`config.mk`:
```
export PLATFORM = sky130hd
export DESIGN_NAME = mem_ctrl
export DESIGN_NICKNAME = d
export VERILOG_FILES = /design/src/rtl/mem_ctrl.sv
export SDC_FILE = /design/constraint.sdc
export NUM_CORES = 1
export LEC_CHECK = 0
export CAP_MARGIN = 20
export CORE_MARGIN = 2
export CORE_UTILIZATION = 38
export DETAILED_ROUTE_END_ITERATION = 6
export SLEW_MARGIN = 20
export SYNTH_ARGS = -nofsm -noshare
export SYNTH_HDL_FRONTEND = slang
export SYNTH_SLANG_ARGS = --single-unit
```
`constraint.sdc`:
```
create_clock -name clk_in -period 5 [get_ports clk_in]
set_input_delay 1.5 -clock clk_in [delete_from_list [all_inputs] [get_ports clk_in]]
set_output_delay 1.5 -clock clk_in [all_outputs]
set_load 0.005 [all_outputs]
```
`src/rtl/mem_ctrl.sv`:
```
`default_nettype none
// ============================================================================
// Module   : mem_ctrl
// Brief    : Sequences a byte-wide synchronous RAM for instruction fetch and
//            load/store requesters, assembling little-endian words.
// Revision : 1.0
// ============================================================================
module mem_ctrl #(
    parameter int ADDR_WIDTH = 17
) (
    input  logic                  clk_in,
    input  logic                  rst_n_in,
    input  logic                  rollback_in,
    input  logic                  if_req,
    input  logic [31:0]           if_addr,
    output logic                  if_done,
    output logic [31:0]           if_data,
    input  logic                  lsu_req,
    input  logic                  lsu_we,
    input  logic [1:0]            lsu_size,
    input  logic [31:0]           lsu_addr,
    input  logic [31:0]           lsu_wdata,
    output logic                  lsu_done,
    output logic [31:0]           lsu_rdata,
    output logic                  ram_en,
    output logic                  ram_r_nw,
    output logic [ADDR_WIDTH-1:0] ram_a,
    output logic [7:0]            ram_dout,
    input  logic [7:0]            ram_din
);

    typedef enum logic [1:0] {
        S_IDLE  = 2'd0,
        S_READ  = 2'd1,
        S_WRITE = 2'd2,
        S_DONE  = 2'd3
    } state_t;

    state_t                r_state;
    state_t                w_next_state;

    logic                  r_owner_if;
    logic                  r_last_if;
    logic [ADDR_WIDTH-1:0] r_base;
    logic [2:0]            r_len;
    logic [2:0]            r_cnt;
    logic [31:0]           r_wdata;
    logic [31:0]           r_buf;
    logic [31:0]           r_if_hold;
    logic [31:0]           r_lsu_rdata;
    logic                  r_if_done;
    logic                  r_lsu_done;
    logic                  r_ram_en;
    logic                  r_ram_r_nw;
    logic [ADDR_WIDTH-1:0] r_ram_a;
    logic [7:0]            r_ram_dout;

    logic                  w_if_v;
    logic                  w_grant_if;
    logic                  w_accept;
    logic                  w_abort;
    logic [2:0]            w_len;
    logic [2:0]            w_cnt_inc;
    logic [ADDR_WIDTH-1:0] w_req_addr;
    logic [ADDR_WIDTH-1:0] w_next_a;
    logic [4:0]            w_cap_sh;
    logic [31:0]           w_cap_word;
    logic                  w_unused;

    assign w_if_v     = if_req & ~rollback_in;
    assign w_grant_if = w_if_v & (~lsu_req | ~r_last_if);
    assign w_accept   = w_if_v | lsu_req;
    assign w_len      = (w_grant_if || lsu_size[1]) ? 3'd4 : (lsu_size[0] ? 3'd2 : 3'd1);
    assign w_req_addr = w_grant_if ? if_addr[ADDR_WIDTH-1:0] : lsu_addr[ADDR_WIDTH-1:0];
    assign w_abort    = r_owner_if & rollback_in & ((r_state == S_READ) || (r_state == S_DONE));
    assign w_cnt_inc  = r_cnt + 3'd1;
    assign w_next_a   = r_base + {{(ADDR_WIDTH-3){1'b0}}, w_cnt_inc};
    // Byte cnt-1 lands at lane (cnt-1) mod 4; for cnt==4 the lane wraps to 3.
    assign w_cap_sh   = {r_cnt[1:0] - 2'd1, 3'b000};
    assign w_cap_word = r_buf | ({24'd0, ram_din} << w_cap_sh);
    assign w_unused   = ^{if_addr[31:ADDR_WIDTH], lsu_addr[31:ADDR_WIDTH], r_wdata[7:0]};

    always_ff @(posedge clk_in or negedge rst_n_in) begin
        if (!rst_n_in) begin
            r_state <= S_IDLE;
        end else begin
            r_state <= w_next_state;
        end
    end

    always_comb begin
        w_next_state = r_state;
        case (r_state)
            S_IDLE: begin
                if (w_accept) begin
                    w_next_state = (w_grant_if || !lsu_we) ? S_READ : S_WRITE;
                end
            end
            S_READ: begin
                if (w_abort) begin
                    w_next_state = S_IDLE;
                end else if (r_cnt == r_len) begin
                    w_next_state = S_DONE;
                end
            end
            S_WRITE: begin
                if (w_cnt_inc == r_len) begin
                    w_next_state = S_DONE;
                end
            end
            S_DONE:  w_next_state = S_IDLE;
            default: w_next_state = S_IDLE;
        endcase
    end

    always_ff @(posedge clk_in or negedge rst_n_in) begin
        if (!rst_n_in) begin
            r_owner_if  <= 1'b0;
            r_last_if   <= 1'b1;
            r_base      <= '0;
            r_len       <= 3'd0;
            r_cnt       <= 3'd0;
            r_wdata     <= 32'd0;
            r_buf       <= 32'd0;
            r_if_hold   <= 32'd0;
            r_lsu_rdata <= 32'd0;
            r_if_done   <= 1'b0;
            r_lsu_done  <= 1'b0;
            r_ram_en    <= 1'b0;
            r_ram_r_nw  <= 1'b1;
            r_ram_a     <= '0;
            r_ram_dout  <= 8'd0;
        end else begin
            r_if_done  <= 1'b0;
            r_lsu_done <= 1'b0;
            case (r_state)
                S_IDLE: begin
                    if (w_accept) begin
                        r_owner_if <= w_grant_if;
                        r_base     <= w_req_addr;
                        r_len      <= w_len;
                        r_wdata    <= lsu_wdata;
                        r_cnt      <= 3'd0;
                        r_buf      <= 32'd0;
                        r_ram_en   <= 1'b1;
                        r_ram_r_nw <= w_grant_if | ~lsu_we;
                        r_ram_a    <= w_req_addr;
                        if (!w_grant_if && lsu_we) begin
                            r_ram_dout <= lsu_wdata[7:0];
                        end
                    end
                end
                S_READ: begin
                    if (w_abort) begin
                        r_ram_en <= 1'b0;
                    end else begin
                        if (r_cnt != 3'd0) begin
                            r_buf <= w_cap_word;
                        end
                        if (r_cnt == r_len) begin
                            if (r_owner_if) begin
                                r_if_done <= 1'b1;
                            end else begin
                                r_lsu_done  <= 1'b1;
                                r_lsu_rdata <= w_cap_word;
                            end
                        end else begin
                            r_cnt    <= w_cnt_inc;
                            r_ram_en <= (w_cnt_inc < r_len);
                            r_ram_a  <= w_next_a;
                        end
                    end
                end
                S_WRITE: begin
                    r_cnt <= w_cnt_inc;
                    if (w_cnt_inc == r_len) begin
                        r_ram_en   <= 1'b0;
                        r_ram_r_nw <= 1'b1;
                        r_lsu_done <= 1'b1;
                    end else begin
                        r_ram_a    <= w_next_a;
                        r_ram_dout <= r_wdata[{w_cnt_inc[1:0], 3'b000} +: 8];
                    end
                end
                S_DONE: begin
                    r_last_if <= r_owner_if;
                    if (r_owner_if && !rollback_in) begin
                        r_if_hold <= r_buf;
                    end
                end
                default: ;
            endcase
        end
    end

    // A fetch word is exposed only once its DONE cycle survives a flush.
    assign if_done   = r_if_done & ~rollback_in;
    assign if_data   = r_if_done ? r_buf : r_if_hold;
    assign lsu_done  = r_lsu_done;
    assign lsu_rdata = r_lsu_rdata;
    assign ram_en    = r_ram_en;
    assign ram_r_nw  = r_ram_r_nw;
    assign ram_a     = r_ram_a;
    assign ram_dout  = r_ram_dout;

endmodule
`default_nettype wire
```
Word level (Yosys, flattened, before mapping) --
Index checks and enable logic that the tools add are counted.
Word-level totals: register bits 184, bits of input ports 112, output and inout port bits 93, logic and storage cells 118
Operators by class: $add $sub $neg 3, magnitude comparators 1, eq/ne operators 14, shifts and indexed selects 2, muxes and demuxes 44, bitwise logic cells 15, reductions and logical operators 23
Operators by type and width (count):
- $mux 32 | 4
- $mux 17 | 5
- $pmux 32 s2 | 1
- $pmux 17 s3 | 1
- $or 32x32->32 | 1
- $shiftx 32x6->8 | 1
- $shl 8x5->32 | 1
- $mux 8 | 3
- $reduce_and 4->1 | 5
- $add 17x3->17 | 1
- $pmux 8 s2 | 1
- $mux 1 | 14
- $mux 2 | 6
- $mux 3 | 4
- $ne 2x2->1 const B | 6
- $pmux 3 s3 | 1
- $pmux 2 s4 | 1
- $eq 3x3->1 | 2
- $not 1->1 | 6
- $reduce_and 3->1 | 2
- $reduce_bool 3->1 | 2
- $and 1x1->1 | 5
- $reduce_and 5->1 | 1
- $eq 2x2->1 const B | 2
- 16 further kinds | 26

Logic depth before layout (Yosys ltp) --
Gate-level depths: netlist (run 1).
depth in word-level cells 8, mapped depth 9, depth with buffers taken out 9

Worst setup path before layout (run 1) --
OpenSTA, ideal clock, no wires.
path kind in2out, from input port rollback_in, to output port if_done, arrival 1615 ps, required time 3500 ps, path slack 1885 ps, stages on the path 1, cell sequence nor2b_1
Between the ends: cells in the longest elaborated chain, start to end 2
RTL lines:
- from (decl) | line 13 | input logic rollback_in,
- $not 1->1 | line 197 | assign if_done = r_if_done & ~rollback_in;
- $and 1x1->1 | line 197
- to (decl) | line 16 | output logic if_done,
Every way passes these cells.

Worst setup path in the final report (run 1) --
Ends and elaborated chain as after synthesis.

==> impl_metrics.yaml, run 1 <==
status:
  status: "complete, no violations"
synth:
  yosysSeqAreaShare: 0.5342
  syn_inst: 767
  synth_edf_count: 0
  synth-main-ff-cell: "dfrtp_1"
  yosys.area.top_type: "dfrtp_1"
  async_reset_ff_frac: 1.000
  yosysWarningCount: 0
  yosys-top-cells-count: "dfrtp_1 (182), mux2_2 (109), a21oi_1 (89), nand2_1 (77), o21ai_0 (61)"
  synth_seq_cells: 184
  synth.area.top_cells: "dfrtp_1 (53%), mux2_2 (14%), a21oi_1 (5.2%), o21ai_0 (3.5%), nand2_1 (3.4%)"
  syn-mean-instance-area_sq_um: 11.24
  yosys.area.top_type_share: 0.5281
  yosysMostFrequentCell: "dfrtp_1"
  synth_nets: 894
  synth_cell_types: 52
  syn-cell-area_sq_mm: 0.008625
worst_setup_path:
  cp.arrival_ns: 2.68
  cp-startpoint: "rollback_in"
  crit_buf_inv: 2
  setup.worst_path.start_class: "primary input"
  worstPathRequired_ns: 3.50
  reg2regPathDepth: 10
  cp.depth: 3
  reg2reg_slack_ns: 1.77
  crit_type: "in2out"
  crit_end: "if_done"
  path_cells: "clkdlybuf4s50_1 -> nor2b_1 -> clkdlybuf4s50_1"
  cp_max_fo: 7
  timing.rr.end: "ram_a[11]"
  cpMaxStageDelayCell: "clkdlybuf4s50_1"
  crit_family: "buffers and inverters"
  slowest_delay_ns: 0.53
  endpoint_kind: "primary output"
  crit_top_cell: "clkdlybuf4s50_1"
  r2r_start: "r_cnt[0]"
global_route:
  grt_pass1_wl_mm: 35.25
  antenna_found_initial: 1
  grt_max_degree: 93
  grt_pass1_vias: 6379
  grt_util_all_layers: 0.1885
  grt_overflow: 0
sta:
  fin_tns_setup_ns: 0
  post-route-period-util: 0.8369
  worst_pin_slew_ns: 0.9173
  maxSlewViolCount: 0
  rsz0062_at_grt: "false"
  finalSetupViolations: 0
  skew_ns: 0.01337
  fin_crit_ns: 4.184
  relSlewSlack: 0.3834
  hold_viol: 0
  max_freq_ghz: 0.2390
  setup_ws_ns: 0.8156
pwr:
  cellLeakagePower_nw: 4.863
  p_per_area_mw_per_mm2: 650.8
  comb_power_share: 0.453
  power_frac_seq: 0.361
  ir_drop_v: 0.0002511
  intPower_mw: 4.638
  sw_frac_of_total: 0.3678
  p_clk_frac: 0.186
  switching_power_mw: 2.699
floorplanning:
  initial_core_util: 0.3844
  ios: 205
  die_w_um: 154.7
  die_area_sq_mm: 0.02392
  die_h_um: 154.7
  num_rows: 55
  core-area_sq_mm: 0.02243
clock_network:
  clkTransAtPathRegs_ns: 0.08
  cts_buffer_depth: 2
  clock_latency_ns: 0.44
  cts_hold_buf: 0
  cts_resized: 0
  htreeDepth: 4
  cts_tree: "built"
  clock-root-buffer: "clkbuf_16"
  cts_buffers: 17
  postCtsSetupRepairBufs: 0
  clkSinkCount: 184
finish:
  diodes: 0
  nFillCells: 2033
  fin_nets: 1055
  layout-drive-gt1-share: 0.1913
  syn_to_final_growth_pct: 30.71
run:
  cap_viol_max_count: 0
detailed_routing:
  vias: 6339
  drt_iter0_drc: 362
  via_per_inst: 5.170
  postRouteAntennaNets: 0
  drc: 0
  finalWirelength_mm: 21.75
  drt-pass1-iter-count: 4
  wire_per_inst_um: 17.74
worst_hold_path:
  min_path_type: "reg2reg"
placed_design:
  dpl_worst_slack_ns: 0.8237
  gp_congestion: 0.7627
  io_buffers: 174
  hpwl_mm: 14.92
[layout make-up]
type                    instances  area [sq um]  area share
well taps                     285         356.6     0.03163
clock buffers                  17         425.4     0.03774
flip-flops and latches        184          4607      0.4087
repair buffers                189          1871      0.1659
multi-input cells             523          3792      0.3364
inverters                      13         48.80    0.004329
clock inverters                15         172.7     0.01532
[kinds of logic after synthesis]
group           share of synthesized area
flops                              0.5342
compound gates                     0.1203
buf+inv                           0.02901
xor+xnor                          0.01117
simple gates                      0.09053
fa+ha+maj                         0.02263
mux                                0.1922
[through the flow]
step                      hold slack, ns  instance area [sq um]  power, mW  utilization  instances
after floorplan                   0.4563                   8625      4.614            -        767
after global placement            0.4611                  10670      5.954       0.4756       1194
after detailed placement          0.4698                  10670      6.013       0.4756       1194
after CTS                         0.4878                  11270      7.413       0.5023       1226
after global routing              0.5122                  11270      7.918       0.5025       1226
final                             0.4806                  11270      7.336       0.5025       1226
[worst min-delay path by stage]
stage | startpoint | to | slack [ns] | cells after the start
finish | lsu_rdata[21] | lsu_rdata[21] | 0.48 | 2
detailed placement | lsu_rdata[21] | lsu_rdata[21] | 0.47 | 2
floorplan | r_base[0] | r_base[0] | 0.46 | 2
CTS | lsu_rdata[21] | lsu_rdata[21] | 0.49 | 2
global placement | lsu_rdata[2] | lsu_rdata[2] | 0.46 | 2
global route | lsu_rdata[3] | lsu_rdata[3] | 0.51 | 2
[cell usage in the layout, fill, tap and decap left out, types with 4 or more instances in the layout]
master / count
xor2_1: 5
inv_8: 5
inv_1: 12
nand2_1: 77
ha_1: 14
clkdlybuf4s50_1: 173
a22o_1: 11
nand3_1: 7
mux2_2: 109
clkbuf_16: 17
nor2b_1: 4
or3_1: 4
nor3_1: 4
buf_4: 14
dfrtp_1: 182
nor4_2: 4
xnor2_1: 6
mux2i_1: 25
mux4_2: 8
a21oi_1: 88
o21ai_0: 61
nor2_1: 48
[metal layers]
layer  vias up  global-route usage  part of all wire
met5         -                   0                 0
met1      3112              0.2630              0.47
met3        12             0.05968             0.076
li1       3048                   -                 -
met2       167              0.2904              0.45
met4         0             0.03880            0.0076
[worst register-to-register path, stage by stage, from the launching register on]
cell and delay, ns:
dfrtp_1 0.32, buf_4 0.28, inv_1 0.26, ha_1 0.37
buf_4 0.22, ha_1 0.30, nand3_1 0.14, a2111oi_0 0.76
xnor2_1 0.20, nand2_1 0.08, a22o_1 0.21
[registers in the layout, indices dropped and copies added, names as in the netlist, 2 cells and up]
signal	count
lsu_rdata	32
r_buf	32
r_if_hold	32
r_wdata	32
r_base	17
ram_a	17
ram_dout	8
r_cnt	3
r_len	3
r_state	2
[power by group through the flow]
stage	Combinational, mW	Sequential, mW	Clock (mW)
floorplan	2.04	2.58	0
global placement	3.30	2.66	0
detailed placement	3.34	2.67	0
CTS	3.36	2.65	1.40
global route	3.70	2.75	1.47
finish	3.33	2.65	1.36
Note: power is estimated with default switching activity, not from simulation.
==> run 2: changes to the inputs <==
--- a/config.mk
+++ b/config.mk
@@ -9,6 +9,7 @@
 export CORE_MARGIN = 2
 export CORE_UTILIZATION = 38
 export DETAILED_ROUTE_END_ITERATION = 6
+export PLACE_DENSITY = 0.66
 export SLEW_MARGIN = 20
 export SYNTH_ARGS = -nofsm -noshare
 export SYNTH_HDL_FRONTEND = slang
==> constraint.sdc (replaced) <==
create_clock -name clk_in -period 3.5 [get_ports clk_in]
set_input_delay 1.05 -clock clk_in [delete_from_list [all_inputs] [get_ports clk_in]]
set_output_delay 1.05 -clock clk_in [all_outputs]
set_load 0.005 [all_outputs]
==> impl_metrics.yaml, run 2 (synthesis gave the netlist of run 1 again) <==
clock_network:
  cts_hold_buf: 0
  clkTransAtPathRegs_ns: 0.08
  postCtsSetupRepairBufs: 0
  clock_latency_ns: 0.44
  cts_tree: "built"
  cts_buffers: 17
  clkSinkCount: 184
  htreeDepth: 4
  clock-root-buffer: "clkbuf_16"
  cts_resized: 0
  cts_buffer_depth: 2
detailed_routing:
  drt-pass1-iter-count: 4
  finalWirelength_mm: 21.44
  vias: 6401
  via_per_inst: 5.200
  postRouteAntennaNets: 0
  drt_iter0_drc: 309
  wire_per_inst_um: 17.41
  drc: 0
worst_setup_path:
  crit_type: "in2out"
  reg2regPathDepth: 9
  cp_max_fo: 2
  timing.rr.end: "ram_a[14]"
  worstPathRequired_ns: 2.45
  setup.worst_path.start_class: "primary input"
  cp.arrival_ns: 2.09
  endpoint_kind: "primary output"
  r2r_start: "r_cnt[0]"
  cp-startpoint: "rollback_in"
  reg2reg_slack_ns: 0.48
pwr:
  cellLeakagePower_nw: 4.890
  ir_drop_v: 0.0003768
  p_per_area_mw_per_mm2: 925.6
sta:
  setup_ws_ns: 0.3632
  fin_crit_ns: 3.137
  skew_ns: 0.01227
  relSlewSlack: 0.4295
  maxSlewViolCount: 0
  post-route-period-util: 0.8962
  finalSetupViolations: 0
  rsz0062_at_grt: "false"
  worst_pin_slew_ns: 0.8558
  hold_viol: 0
  fin_tns_setup_ns: 0
  max_freq_ghz: 0.3188
floorplanning:
  ios: 205
  initial_core_util: 0.3844
  die_w_um: 154.7
  core-area_sq_mm: 0.02243
  num_rows: 55
  die_area_sq_mm: 0.02392
  die_h_um: 154.7
global_route:
  grt_use_met1: 0.2555
  use_met2: 0.2915
  grt_use_met3: 0.04763
  grt_util_all_layers: 0.1856
  antenna_found_initial: 0
  grt_pass1_vias: 6402
  grt-busiest-layer: "met2"
  grt_overflow: 0
  grt_max_degree: 75
  grt_pass1_wl_mm: 34.80
placed_design:
  hpwl_mm: 14.73
  dpl_worst_slack_ns: 0.3060
  gp_congestion: 0.7959
  io_buffers: 174
finish:
  diodes: 0
  fin_nets: 1060
  final_common_cell: "dfrtp_1"
  mostFrequentLayoutCells: "dfrtp_1 (182), clkdlybuf4s50_1 (173), mux2_2 (109)"
  syn_to_final_growth_pct: 31.38
  layout-drive-gt1-share: 0.1956
worst_hold_path:
  min_path_type: "reg2reg"
  min_to: "lsu_rdata[6]"
  whs_path_depth: 2
  min_from: "lsu_rdata[6]"
status:
  status: "complete, no violations"
run:
  cap_viol_max_count: 0
## run 2: routing by layer
metal | vias up | share of wire
met5 | - | 0
met4 | 0 | 0.015
met3 | 24 | 0.060
met2 | 154 | 0.47
met1 | 3174 | 0.46
li1 | 3049 | -
## run 2: report_power, final
group	internal, mW	total, mW	switching, mW
clock	0.966	1.92	0.956
combinational	2.56	4.76	2.20
sequential	3.13	3.81	0.682
total	6.65	10.5	3.83
## run 2: layout make-up
class                   count  area, sq um
fillers                  2051        11100
flip-flops and latches    184         4607
multi-input cells         523         3787
repair buffers            194         1931
clock buffers              17        425.4
well taps                 285        356.6
clock inverters            15        175.2
inverters                  13        48.80
## run 2: stage by stage
stage	hold slack, ns	utilization	power (mW)	area (sq um)	std cells
after floorplan	0.4563	-	6.591	8625	767
after global placement	0.4612	0.4783	8.511	10730	1199
after detailed placement	0.4692	0.4783	8.615	10730	1199
after CTS	0.4862	0.5051	10.60	11330	1231
after global routing	0.5096	0.5051	11.30	11330	1231
final	0.4784	0.5051	10.49	11330	1231
## run 2: worst max path at each step
stage               slack [ns]         to  depth (start not counted)
CTS                       0.35    if_done                          3
global placement          0.33   ram_a[0]                          6
finish                    0.36    if_done                          3
floorplan                 0.95  ram_a[16]                          9
detailed placement        0.31   ram_a[0]                          6
global route              0.29  ram_a[14]                          9
## run 2: critical path, cell delays in order
cell and delay, ns:
clkdlybuf4s50_1 0.42, nor2b_1 0.11, clkdlybuf4s50_1 0.50
